--- config.mk ---
export PLATFORM = sky130hd
export DESIGN_NAME = regfile_wb_arbiter_flat
export DESIGN_NICKNAME = d
export VERILOG_FILES = /design/src/rtl/regfile_wb_arbiter_if.sv /design/src/rtl/regfile_wb_arbiter.sv /design/src/flat_wrapper.sv
export SDC_FILE = /design/constraint.sdc
export NUM_CORES = 1
export LEC_CHECK = 0
export ABC_AREA = 1
export CORE_MARGIN = 4
export CORE_UTILIZATION = 50
export CTS_CLUSTER_SIZE = 40
export DETAILED_ROUTE_END_ITERATION = 10
export PLACE_DENSITY = 0.9
export SLEW_MARGIN = 20
export SYNTH_ARGS = -nofsm -noshare
export SYNTH_HDL_FRONTEND = slang
export SYNTH_SLANG_ARGS = --single-unit
--- constraint.sdc ---
create_clock -name clk -period 3.3 [get_ports clk]
set_input_delay 0.66 -clock clk [delete_from_list [all_inputs] [get_ports clk]]
set_output_delay 0.66 -clock clk [all_outputs]
set_load 0.005 [all_outputs]
--- src/rtl/regfile_wb_arbiter_if.sv ---
// Bus bundle for the regfile write-port arbiter: pipeline writeback, long-latency results,
// issue/decode scoreboard queries and the regfile write port.
interface regfile_wb_arbiter_if;
    logic        pipe_we;
    logic [4:0]  pipe_waddr;
    logic [31:0] pipe_wdata;

    logic        lu_valid;
    logic [4:0]  lu_waddr;
    logic [31:0] lu_wdata;
    logic        lu_ready;

    logic        issue_en;
    logic [4:0]  issue_addr;

    logic [4:0]  chk_rs_addr;
    logic [4:0]  chk_rt_addr;
    logic [4:0]  chk_rd_addr;
    logic        stall;
    logic        pipe_hold;

    logic        regfile_write_enable;
    logic [4:0]  regfile_write_addr;
    logic [31:0] regfile_write_data;

    modport slave (
        input  pipe_we, pipe_waddr, pipe_wdata,
        input  lu_valid, lu_waddr, lu_wdata,
        output lu_ready,
        input  issue_en, issue_addr,
        input  chk_rs_addr, chk_rt_addr, chk_rd_addr,
        output stall, pipe_hold,
        output regfile_write_enable, regfile_write_addr, regfile_write_data
    );

    modport master (
        output pipe_we, pipe_waddr, pipe_wdata,
        output lu_valid, lu_waddr, lu_wdata,
        input  lu_ready,
        output issue_en, issue_addr,
        output chk_rs_addr, chk_rt_addr, chk_rd_addr,
        input  stall, pipe_hold,
        input  regfile_write_enable, regfile_write_addr, regfile_write_data
    );
endinterface

--- src/rtl/regfile_wb_arbiter.sv ---
// Regfile write-port arbiter: pipeline writeback has priority, long-latency results queue in a FIFO,
// busy scoreboard drives decode stall. Define WB_STARVE_GUARD_EN to add the starvation guard (pipe_hold).
module regfile_wb_arbiter #(
    parameter int FIFO_DEPTH   = 2,
    parameter int STARVE_LIMIT = 4
) (
    input  logic               clk,
    input  logic               rst,
    regfile_wb_arbiter_if.slave bus
);

    localparam int AW = (FIFO_DEPTH > 1) ? $clog2(FIFO_DEPTH) : 1;

    if (FIFO_DEPTH < 2 || (FIFO_DEPTH & (FIFO_DEPTH - 1)) != 0 || STARVE_LIMIT < 1) begin : g_bad_params
        $error("regfile_wb_arbiter: FIFO_DEPTH must be a power of two >= 2 and STARVE_LIMIT >= 1");
    end

    logic [4:0]  addr_mem [FIFO_DEPTH];
    logic [31:0] data_mem [FIFO_DEPTH];
    logic [AW:0] wr_ptr;
    logic [AW:0] rd_ptr;
    logic        empty;
    logic        full;
    logic        push;
    logic        pop;
    logic        pipe_own;
    logic [4:0]  head_addr;
    logic [31:0] head_data;
    logic [31:0] busy;
    logic [31:0] busy_next;

    // Extra pointer bit distinguishes full from empty when the index bits match.
    assign empty     = (wr_ptr == rd_ptr);
    assign full      = (wr_ptr[AW] != rd_ptr[AW]) && (wr_ptr[AW-1:0] == rd_ptr[AW-1:0]);
    assign head_addr = addr_mem[rd_ptr[AW-1:0]];
    assign head_data = data_mem[rd_ptr[AW-1:0]];

    assign pipe_own     = bus.pipe_we && (bus.pipe_waddr != 5'd0);
    assign pop          = !pipe_own && !empty;
    assign bus.lu_ready = !full && !rst;
    assign push         = bus.lu_valid && bus.lu_ready;

    always_comb begin
        bus.regfile_write_enable = 1'b0;
        bus.regfile_write_addr   = 5'd0;
        bus.regfile_write_data   = 32'd0;
        if (pipe_own) begin
            bus.regfile_write_enable = 1'b1;
            bus.regfile_write_addr   = bus.pipe_waddr;
            bus.regfile_write_data   = bus.pipe_wdata;
        end else if (!empty) begin
            bus.regfile_write_enable = 1'b1;
            bus.regfile_write_addr   = head_addr;
            bus.regfile_write_data   = head_data;
        end
    end

    always_ff @(posedge clk or posedge rst) begin
        if (rst) begin
            wr_ptr <= '0;
            rd_ptr <= '0;
        end else begin
            if (push) wr_ptr <= wr_ptr + (AW+1)'(1);
            if (pop)  rd_ptr <= rd_ptr + (AW+1)'(1);
        end
    end

    // Storage needs no reset; occupancy is defined purely by the pointers.
    always_ff @(posedge clk) begin
        if (push) begin
            addr_mem[wr_ptr[AW-1:0]] <= bus.lu_waddr;
            data_mem[wr_ptr[AW-1:0]] <= bus.lu_wdata;
        end
    end

    // Clear is applied before set so a same-cycle issue to the popped register stays busy.
    always_comb begin
        busy_next = busy;
        if (pop && head_addr != 5'd0) busy_next[head_addr] = 1'b0;
        if (bus.issue_en && bus.issue_addr != 5'd0) busy_next[bus.issue_addr] = 1'b1;
        busy_next[0] = 1'b0;
    end

    always_ff @(posedge clk or posedge rst) begin
        if (rst) busy <= '0;
        else     busy <= busy_next;
    end

    // Sources being written by the head this cycle are forwarded by the regfile; rd still waits (WAW).
    always_comb begin
        bus.stall = 1'b0;
        if (bus.chk_rs_addr != 5'd0 && busy[bus.chk_rs_addr] && !(pop && head_addr == bus.chk_rs_addr))
            bus.stall = 1'b1;
        if (bus.chk_rt_addr != 5'd0 && busy[bus.chk_rt_addr] && !(pop && head_addr == bus.chk_rt_addr))
            bus.stall = 1'b1;
        if (bus.chk_rd_addr != 5'd0 && busy[bus.chk_rd_addr])
            bus.stall = 1'b1;
    end

`ifdef WB_STARVE_GUARD_EN
    localparam int CW = $clog2(STARVE_LIMIT + 1);
    localparam logic [CW-1:0] BLK_MAX = CW'(STARVE_LIMIT - 1);

    logic          blocked;
    logic [CW-1:0] blk_cnt;
    logic          hold_q;

    assign blocked = !empty && pipe_own;

    // Counter saturates so a pipeline ignoring pipe_hold gets re-held every other cycle.
    always_ff @(posedge clk or posedge rst) begin
        if (rst) begin
            blk_cnt <= '0;
            hold_q  <= 1'b0;
        end else begin
            if (pop)
                blk_cnt <= '0;
            else if (blocked && blk_cnt != BLK_MAX)
                blk_cnt <= blk_cnt + CW'(1);
            hold_q <= blocked && (blk_cnt == BLK_MAX) && !hold_q;
        end
    end

    assign bus.pipe_hold = hold_q;
`else
    assign bus.pipe_hold = 1'b0;
`endif

endmodule

--- src/flat_wrapper.sv ---
// flat-port wrapper written by rule: the top's interface ports become plain ports
module regfile_wb_arbiter_flat 
#(
    parameter int FIFO_DEPTH   = 2,
    parameter int STARVE_LIMIT = 4
)
  (clk, rst, bus_pipe_we, bus_pipe_waddr, bus_pipe_wdata, bus_lu_valid, bus_lu_waddr, bus_lu_wdata, bus_lu_ready, bus_issue_en, bus_issue_addr, bus_chk_rs_addr, bus_chk_rt_addr, bus_chk_rd_addr, bus_stall, bus_pipe_hold, bus_regfile_write_enable, bus_regfile_write_addr, bus_regfile_write_data);
  regfile_wb_arbiter_if bus_i ();
  input  logic clk;
  input  logic rst;
  input wire logic [$bits(bus_i.pipe_we)-1:0] bus_pipe_we;
  input wire logic [$bits(bus_i.pipe_waddr)-1:0] bus_pipe_waddr;
  input wire logic [$bits(bus_i.pipe_wdata)-1:0] bus_pipe_wdata;
  input wire logic [$bits(bus_i.lu_valid)-1:0] bus_lu_valid;
  input wire logic [$bits(bus_i.lu_waddr)-1:0] bus_lu_waddr;
  input wire logic [$bits(bus_i.lu_wdata)-1:0] bus_lu_wdata;
  output wire logic [$bits(bus_i.lu_ready)-1:0] bus_lu_ready;
  input wire logic [$bits(bus_i.issue_en)-1:0] bus_issue_en;
  input wire logic [$bits(bus_i.issue_addr)-1:0] bus_issue_addr;
  input wire logic [$bits(bus_i.chk_rs_addr)-1:0] bus_chk_rs_addr;
  input wire logic [$bits(bus_i.chk_rt_addr)-1:0] bus_chk_rt_addr;
  input wire logic [$bits(bus_i.chk_rd_addr)-1:0] bus_chk_rd_addr;
  output wire logic [$bits(bus_i.stall)-1:0] bus_stall;
  output wire logic [$bits(bus_i.pipe_hold)-1:0] bus_pipe_hold;
  output wire logic [$bits(bus_i.regfile_write_enable)-1:0] bus_regfile_write_enable;
  output wire logic [$bits(bus_i.regfile_write_addr)-1:0] bus_regfile_write_addr;
  output wire logic [$bits(bus_i.regfile_write_data)-1:0] bus_regfile_write_data;
  assign bus_i.pipe_we = bus_pipe_we;
  assign bus_i.pipe_waddr = bus_pipe_waddr;
  assign bus_i.pipe_wdata = bus_pipe_wdata;
  assign bus_i.lu_valid = bus_lu_valid;
  assign bus_i.lu_waddr = bus_lu_waddr;
  assign bus_i.lu_wdata = bus_lu_wdata;
  assign bus_lu_ready = bus_i.lu_ready;
  assign bus_i.issue_en = bus_issue_en;
  assign bus_i.issue_addr = bus_issue_addr;
  assign bus_i.chk_rs_addr = bus_chk_rs_addr;
  assign bus_i.chk_rt_addr = bus_chk_rt_addr;
  assign bus_i.chk_rd_addr = bus_chk_rd_addr;
  assign bus_stall = bus_i.stall;
  assign bus_pipe_hold = bus_i.pipe_hold;
  assign bus_regfile_write_enable = bus_i.regfile_write_enable;
  assign bus_regfile_write_addr = bus_i.regfile_write_addr;
  assign bus_regfile_write_data = bus_i.regfile_write_data;
  regfile_wb_arbiter #(.FIFO_DEPTH(FIFO_DEPTH), .STARVE_LIMIT(STARVE_LIMIT)) u_core (.clk(clk), .rst(rst), .bus(bus_i));
endmodule
==> results of run 1 <==
-- power breakdown --
part           internal, mW  switching (mW)  leakage [nW]
sequential             1.85           0.324          1.10
combinational          1.07            1.37          2.19
clock                 0.534           0.516         0.140
total                  3.46            2.21          3.43
-- Yosys cell counts (all sizes together), types with 4 or more instances --
library cell,n,area (µm²)
o22ai,37,231
dfrtp,35,876
nand2,158,623
nand3,67,335
xor2,12,105
o211ai,5,37.5
buf,18,108
o21ai,57,297
mux2i,32,320
edfxtp,74,2220
a21oi,11,58.8
nor3,5,41.3
clkbuf,4,15.0
nor2,27,106
inv,101,379
-- registers in the layout, indices dropped and copies added, names as in the netlist --
signal	flops
u_core.rd_ptr	2
u_core.addr_mem	10
u_core.wr_ptr	2
u_core.busy	31
u_core.data_mem	64
-- cell families after synthesis --
| group | Yosys count |
|---|---|
| simple gates | 263 |
| buf+inv | 123 |
| compound gates | 113 |
| flops | 109 |
| mux | 32 |
| xor+xnor | 14 |
| other cells | 1 |
-- what timing repair did --
action / CTS / global route
gates resized for setup: 0 / 8
endpoints found under the setup margin: 0 / 6
hold endpoints to repair: 0 / 0
-- final cells by class --
type,instances,area (µm²)
inverter,101,379
clock buffer,10,229
tap,143,179
fill,824,3580
timing repair buffer,162,1620
multi-input combinational,423,2270
sequential,109,3100
clock inverter,6,63.8
-- layer usage --
| layer | share of wire, % | vias to the layer above | GRT usage [%] |
|---|---|---|---|
| met5 | 0 | - | 0 |
| met4 | 3.3 | 0 | 9.20 |
| met3 | 8.9 | 56 | 5.17 |
| met2 | 51 | 322 | 45.9 |
| met1 | 37 | 2483 | 31.3 |
| li1 | - | 2519 | - |
-- path summary, 6_finish.rpt --
kind	from	end	cells after the start	slack [ns]
min in group asynchronous	rst	u_core.rd_ptr[1]$_DFFE_PP0P_	3	0.79
max	bus_pipe_waddr[1]	bus_regfile_write_data[6]	8	0.10
min	u_core.wr_ptr[1]$_DFFE_PP0N_	u_core.wr_ptr[1]$_DFFE_PP0N_	1	0.50
max reg2reg	u_core.rd_ptr[0]$_DFFE_PP0P_	u_core.data_mem[0][24]$_DFFE_PP_	5	1.07
max in group asynchronous	rst	u_core.rd_ptr[0]$_DFFE_PP0P_	3	2.16
min reg2reg	u_core.wr_ptr[1]$_DFFE_PP0N_	u_core.wr_ptr[1]$_DFFE_PP0N_	1	0.50
-- worst reg2reg max path: stages (launching register included) --
cell and delay, ns:
sky130_fd_sc_hd__dfrtp_4 0.61, sky130_fd_sc_hd__xnor2_2 0.22, sky130_fd_sc_hd__a21oi_2 0.18, sky130_fd_sc_hd__nand2_1 0.18, sky130_fd_sc_hd__nor2_4 0.48, sky130_fd_sc_hd__buf_12 0.25
-- through the flow --
step	utilization (%)	std cells	instance area [µm²]	worst slack (ns)	power, mW
final	68.6	954	7840	0.104	5.67
after global routing	68.6	954	7840	0.0439	5.98
after CTS	68.4	954	7810	0.00700	5.62
after detailed placement	65.9	938	7520	0.0624	4.55
after global placement	65.9	938	7520	0.0766	4.47
after floorplan	-	655	5840	0.348	3.48
==> impl_summary.txt, run 1 <==
----------------------------------------------------
[Place]
  Input/output buffers ... 138
  Routability-driven placement congestion ratio ... around 0.93
  Detailed placement HPWL ... 12700 µm

[Clock tree]
  Worst-Skew Late Latency ... approximately 0.35 ns
  TritonCTS Sinks ... 109
  Clock tree from TritonCTS ... built
  Cell at the root of the clock tree ... sky130_fd_sc_hd__clkbuf_16
  Total setup buffers inserted after CTS ... 0
  Inserted Clock Buffers ... 9
  Maximum root-to-sink buffer count ... 2
  CTS Hold Bufs ... 0
  H-Tree Level Count ... 3
  Clock-pin slew on the worst setup and hold paths ... 0.07 ns

[Route]
  Number of DRC violations after detailed-routing iteration 0 ... 494
  Routed wire per std cell ... between 15 and 20 µm
  Routed via count divided by cell count ... 5.64
  1st-pass router iterations ... 6
  # DRC ... 0
  Overall via count from detail_route ... 5380
  Detail Route Antenna Nets ... 0
  DRT Wirelength ... between 15000 and 20000 µm

[Synth]
  Cell area after synthesis ... 5840 µm²
  Synthesized netlist net count ... around 750
  Adder-cell share of the synthesized area ... 0%
  Fraction of synthesized cell area in xor and xnor cells ... ~2.1%
  YS warnings ... 0
  Proportion of synthesized area in mux cells ... roughly 5.5%
  Async SR Flop Fraction ... 32.1%
  Gate Count Post-Synth ... 655
  Largest family of logic cells by synthesized area ... simple AND/OR/NAND/NOR gates
  Sequential share of the synthesized area ... 53.1%
  Leading register cell type out of synthesis ... sky130_fd_sc_hd__edfxtp_1
  Area fraction in compound gates after synthesis ... ~11%
  Number of synthesized register bits ... 109
  Number of unique standard cell types used by synthesis ... 32
  Post-synthesis share of cell area spent on and, or, nand and nor gates ... 19.6%
  Count of flip-flops with a built-in enable after synthesis ... 74
  Mapped Avg Cell Area ... 8.92 µm²

[Critical path]
  Slowest CP cell ... sky130_fd_sc_hd__clkdlybuf4s50_1
  Worst setup path class ... in -> out
  Largest fanout of any net on the critical path ... 37
  Buffers and inverters on the worst path ... 4
  Crit-path leading delay family ... buffers and inverters
  Required time of the critical path ... 2.64 ns
  CP endpoint kind ... primary output
  WP data arrival ... 2.54 ns
  Longest individual stage delay on the worst path ... 0.55 ns
  Nature of the critical path startpoint ... input pin
  Cell repeated most along the worst path ... sky130_fd_sc_hd__clkdlybuf4s50_1
  Cell breakdown of the critical path ... clkdlybuf4s50_1 > inv_1 > nand3_1 > o21ai_4 > nand2_2 > buf_12 > o22ai_1 > clkdlybuf4s50_1

[Global routing]
  Number of antenna violations at the first check in global routing ... 0
  Total Routing Usage GR ... 25.9%
  Via count of the first global-routing pass ... between 5000 and 6000
  First-pass GRT wire length ... 26700 µm
  Total grt overflow ... 0
  Maximum number of pins on one net before global-route repair ... 38

[STA]
  Setup repair after global routing missed its margin ... no
  Period minus WS final ... 3.20 ns
  Highest achievable clock rate ... 313 MHz
  Final sum of negative setup slack ... 0 ns
  Worst hold slack ... 0.497 ns
  Share of the clock period used by the worst path ... 96.8%
  Number of hold violations in the final report ... 0
  Maximum clock skew at final layout ... between 0.008 and 0.009 ns
  Final slew viol count ... 0
  Worst slew pin tran ... 0.550 ns
  Final setup viols ... 0
  Slew headroom ... 63.3%

[Layout]
  Fraction of final layout cells with drive strength greater than 1 ... under 10%
  Most common cell after layout, fill and taps aside ... sky130_fd_sc_hd__nand2_1
  Nets ... 905
  Area added between synthesis and finish ... 34.2%
  Commonest non-fill, non-tap cells in the layout ... 150 x sky130_fd_sc_hd__nand2_1, 136 x sky130_fd_sc_hd__clkdlybuf4s50_1, 93 x sky130_fd_sc_hd__inv_1, 74 x sky130_fd_sc_hd__edfxtp_1, 67 x sky130_fd_sc_hd__nand3_1
  Total inserted antenna cells ... 0

[Power]
  Largest vdd supply drop ... between 0.4 and 0.5 mV
  Ratio of total power to cell area ... between 700 and 800 nW/µm²
  Leakage power figure ... ~3.4 nW

[Floorplanning]
  Row count ... 39
  Core box area ... 11400 µm²
  Floorplan die area ... ~13000 µm²
  I/O pin total ... 140
  Initial core utilization ... 51.1%
  Y dimension of the die ... 116 µm
  Horizontal die dimension ... roughly 120 µm

[Worst hold path]
  Type of the tightest min-delay check ... reg -> reg

[Outcome]
  Status ... finished clean

[Flow run]
  Number of maximum-capacitance constraint violations ... 0

----------------------------------------------------
Power figures use the tool's default switching activity.
==> run 2: changes to the inputs <==
- PLACE_DENSITY: 0.9 -> unset
- PLACE_DENSITY_LB_ADDON: unset -> 0.2
==> impl_summary.txt, run 2 (synthesis results as in run 1) <==
----------------------------------------------------
[Route]
  DRT Wirelength ... 17300 µm (+1.3%)
  1st-pass router iterations ... 5 (-1)
  Routed wire per std cell ... 18.2 µm (+1.6%)
  Number of DRC violations after detailed-routing iteration 0 ... 642 (+30%)
  Detail Route Antenna Nets ... 0 (unchanged)
  Overall via count from detail_route ... 5252 (-2.4%)
  Routed via count divided by cell count ... 5.52 (-2.1%)
  # DRC ... 0 (unchanged)

[Clock tree]
  H-Tree Level Count ... 3 (unchanged)
  Maximum root-to-sink buffer count ... 2 (unchanged)
  CTS Hold Bufs ... 0 (unchanged)
  Clock-pin slew on the worst setup and hold paths ... 0.06 ns (about the same)
  Cell at the root of the clock tree ... sky130_fd_sc_hd__clkbuf_16
  Clock tree from TritonCTS ... built
  Inserted Clock Buffers ... 9 (unchanged)
  Worst-Skew Late Latency ... 0.34 ns (about the same)
  TritonCTS Sinks ... 109 (unchanged)

[Layout]
  Finished layout cell area ... 7800 µm² (-0.43%)
  Commonest non-fill, non-tap cells in the layout ... 150 x sky130_fd_sc_hd__nand2_1, 132 x sky130_fd_sc_hd__clkdlybuf4s50_1, 92 x sky130_fd_sc_hd__inv_1, 74 x sky130_fd_sc_hd__edfxtp_1, 67 x sky130_fd_sc_hd__nand3_1
  Flip-flop count of the largest register, all copies and words added ... 64 (unchanged)
  Fraction of final layout cells with drive strength greater than 1 ... 7.92% (-0.46 points)
  Fill cell count ... 921 (+12%)
  Area added between synthesis and finish ... 33.6%
  Most common cell after layout, fill and taps aside ... sky130_fd_sc_hd__nand2_1
  Nets ... 902 (-0.33%)
  Total inserted antenna cells ... 0 (unchanged)

[Floorplanning]
  Initial core utilization ... 51.1% (unchanged)
  Horizontal die dimension ... 116 µm (unchanged)
  Row count ... 39 (unchanged)
  Core box area ... 11400 µm² (unchanged)
  Y dimension of the die ... 116 µm (unchanged)
  Floorplan die area ... 13500 µm² (unchanged)
  I/O pin total ... 140 (unchanged)

[Outcome]
  Status ... finished clean

[Power]
  Ratio of total power to cell area ... 728 nW/µm² (+0.65%)
  Largest vdd supply drop ... 0.477 mV (+4.9%)
  Leakage power figure ... 3.44 nW (+0.36%)

[Place]
  Placed Area ... 7440 µm² (-1.0%)
  Placement Setup Slack ... 0.0434 ns (-0.0190 ns)
  Input/output buffers ... 138 (unchanged)
  Detailed placement HPWL ... 12800 µm (+1.2%)
  Routability-driven placement congestion ratio ... 0.959 (+2.7%)

[STA]
  Final setup viols ... 0 (unchanged)
  Slew headroom ... 62.4% (-0.87 points)
  Worst slew pin tran ... 0.564 ns (+0.0144 ns)
  Final slew viol count ... 0 (unchanged)
  Final sum of negative setup slack ... 0 ns (unchanged)
  Number of hold violations in the final report ... 0 (unchanged)
  Highest achievable clock rate ... 322 MHz (+3.0%)
  Maximum clock skew at final layout ... 0.00706 ns (-0.00100 ns)
  Setup repair after global routing missed its margin ... no
  Worst hold slack ... 0.497 ns (+0.0000530 ns)
  Setup WS post-layout ... 0.197 ns (+0.0935 ns)
  Period minus WS final ... 3.10 ns (-0.0935 ns)
  Share of the clock period used by the worst path ... 94.0% (-2.8 points)

[Global routing]
  First-pass GRT wire length ... 27000 µm (+1.1%)
  Total Routing Usage GR ... 26.3% (+0.46 points)
  Maximum number of pins on one net before global-route repair ... 38 (unchanged)
  Total grt overflow ... 0 (unchanged)
  Number of antenna violations at the first check in global routing ... 0 (unchanged)
  Via count of the first global-routing pass ... 5234 (-1.4%)

[Critical path]
  WP data arrival ... 2.44 ns (-0.10 ns)
  CP endpoint kind ... primary output
  Required time of the critical path ... 2.64 ns (about the same)
  Largest fanout of any net on the critical path ... 37 (unchanged)
  Worst setup path class ... in -> out
  Nature of the critical path startpoint ... input pin

[Flow run]
  Number of maximum-capacitance constraint violations ... 0 (unchanged)

[Worst hold path]
  Type of the tightest min-delay check ... reg -> reg

----------------------------------------------------
[run 2: cell types whose count changed in the layout (fill, tap and decap cells not counted), moves of 3 or more]
| cell | previous run | this run |
|---|---|---|
| sky130_fd_sc_hd__dlymetal6s2s_1 | 2 | 6 |
| sky130_fd_sc_hd__buf_4 | 20 | 15 |
| sky130_fd_sc_hd__clkdlybuf4s50_1 | 136 | 132 |
| sky130_fd_sc_hd__buf_6 | 0 | 3 |
[run 2: what timing repair did]
action / in CTS / in global routing
buffers inserted: 0 / 3
endpoints found under the setup margin: 0 / 1
resized for setup: 0 / 16
[run 2: worst paths after layout]
check,from,end,slack [ns],cells after the start
max in group asynchronous,rst,u_core.rd_ptr[0]$_DFFE_PP0P_,2.17,3
max reg2reg,u_core.wr_ptr[1]$_DFFE_PP0N_,u_core.data_mem[0][1]$_DFFE_PP_,1.21,6
min,u_core.rd_ptr[1]$_DFFE_PP0P_,u_core.rd_ptr[1]$_DFFE_PP0P_,0.50,1
max,bus_pipe_waddr[4],bus_regfile_write_data[26],0.20,8
min reg2reg,u_core.rd_ptr[1]$_DFFE_PP0P_,u_core.rd_ptr[1]$_DFFE_PP0P_,0.50,1
min in group asynchronous,rst,u_core.wr_ptr[0]$_DFFE_PP0N_,0.79,3
[run 2: through the flow]
stage | instances | utilization (%) | power (mW)
floorplan | 655 | - | 3.48
detailed placement | 931 | 65.2 | 4.61
global route | 951 | 68.3 | 6.03
CTS | 947 | 67.8 | 5.69
global placement | 931 | 65.2 | 4.55
finish | 951 | 68.3 | 5.68
[run 2: area by class of cell]
class	count	area [µm²]	area share [%]
timing repair buffer	159	1590	20.3
inverter	101	379	4.86
clock inverter	4	46.3	0.593
tap	143	179	2.29
clock buffer	12	246	3.16
sequential	109	3100	39.7
multi-input combinational	423	2260	29.0
[run 2: layer usage]
metal,wire [µm],track usage [%],vias to the layer above,part of all wire (%)
li1,-,-,2516,-
met1,7130,34.7,2468,41
met2,8550,43.6,234,49
met3,1190,5.22,34,6.9
met4,423,9.20,0,2.4
met5,0,0,-,0
[run 2: power by group]
| group | internal (mW) | switching, mW |
|---|---|---|
| Clock | 0.608 | 0.463 |
| Combinational | 1.04 | 1.39 |
| Sequential | 1.85 | 0.322 |
[run 2: critical path, stage by stage]
cell and delay, ns:
sky130_fd_sc_hd__clkdlybuf4s50_1 0.41, sky130_fd_sc_hd__inv_1 0.08, sky130_fd_sc_hd__nand3_1 0.11, sky130_fd_sc_hd__o21ai_4 0.15, sky130_fd_sc_hd__nand2_2 0.11, sky130_fd_sc_hd__buf_12 0.18
sky130_fd_sc_hd__o22ai_1 0.16, sky130_fd_sc_hd__clkdlybuf4s50_1 0.56
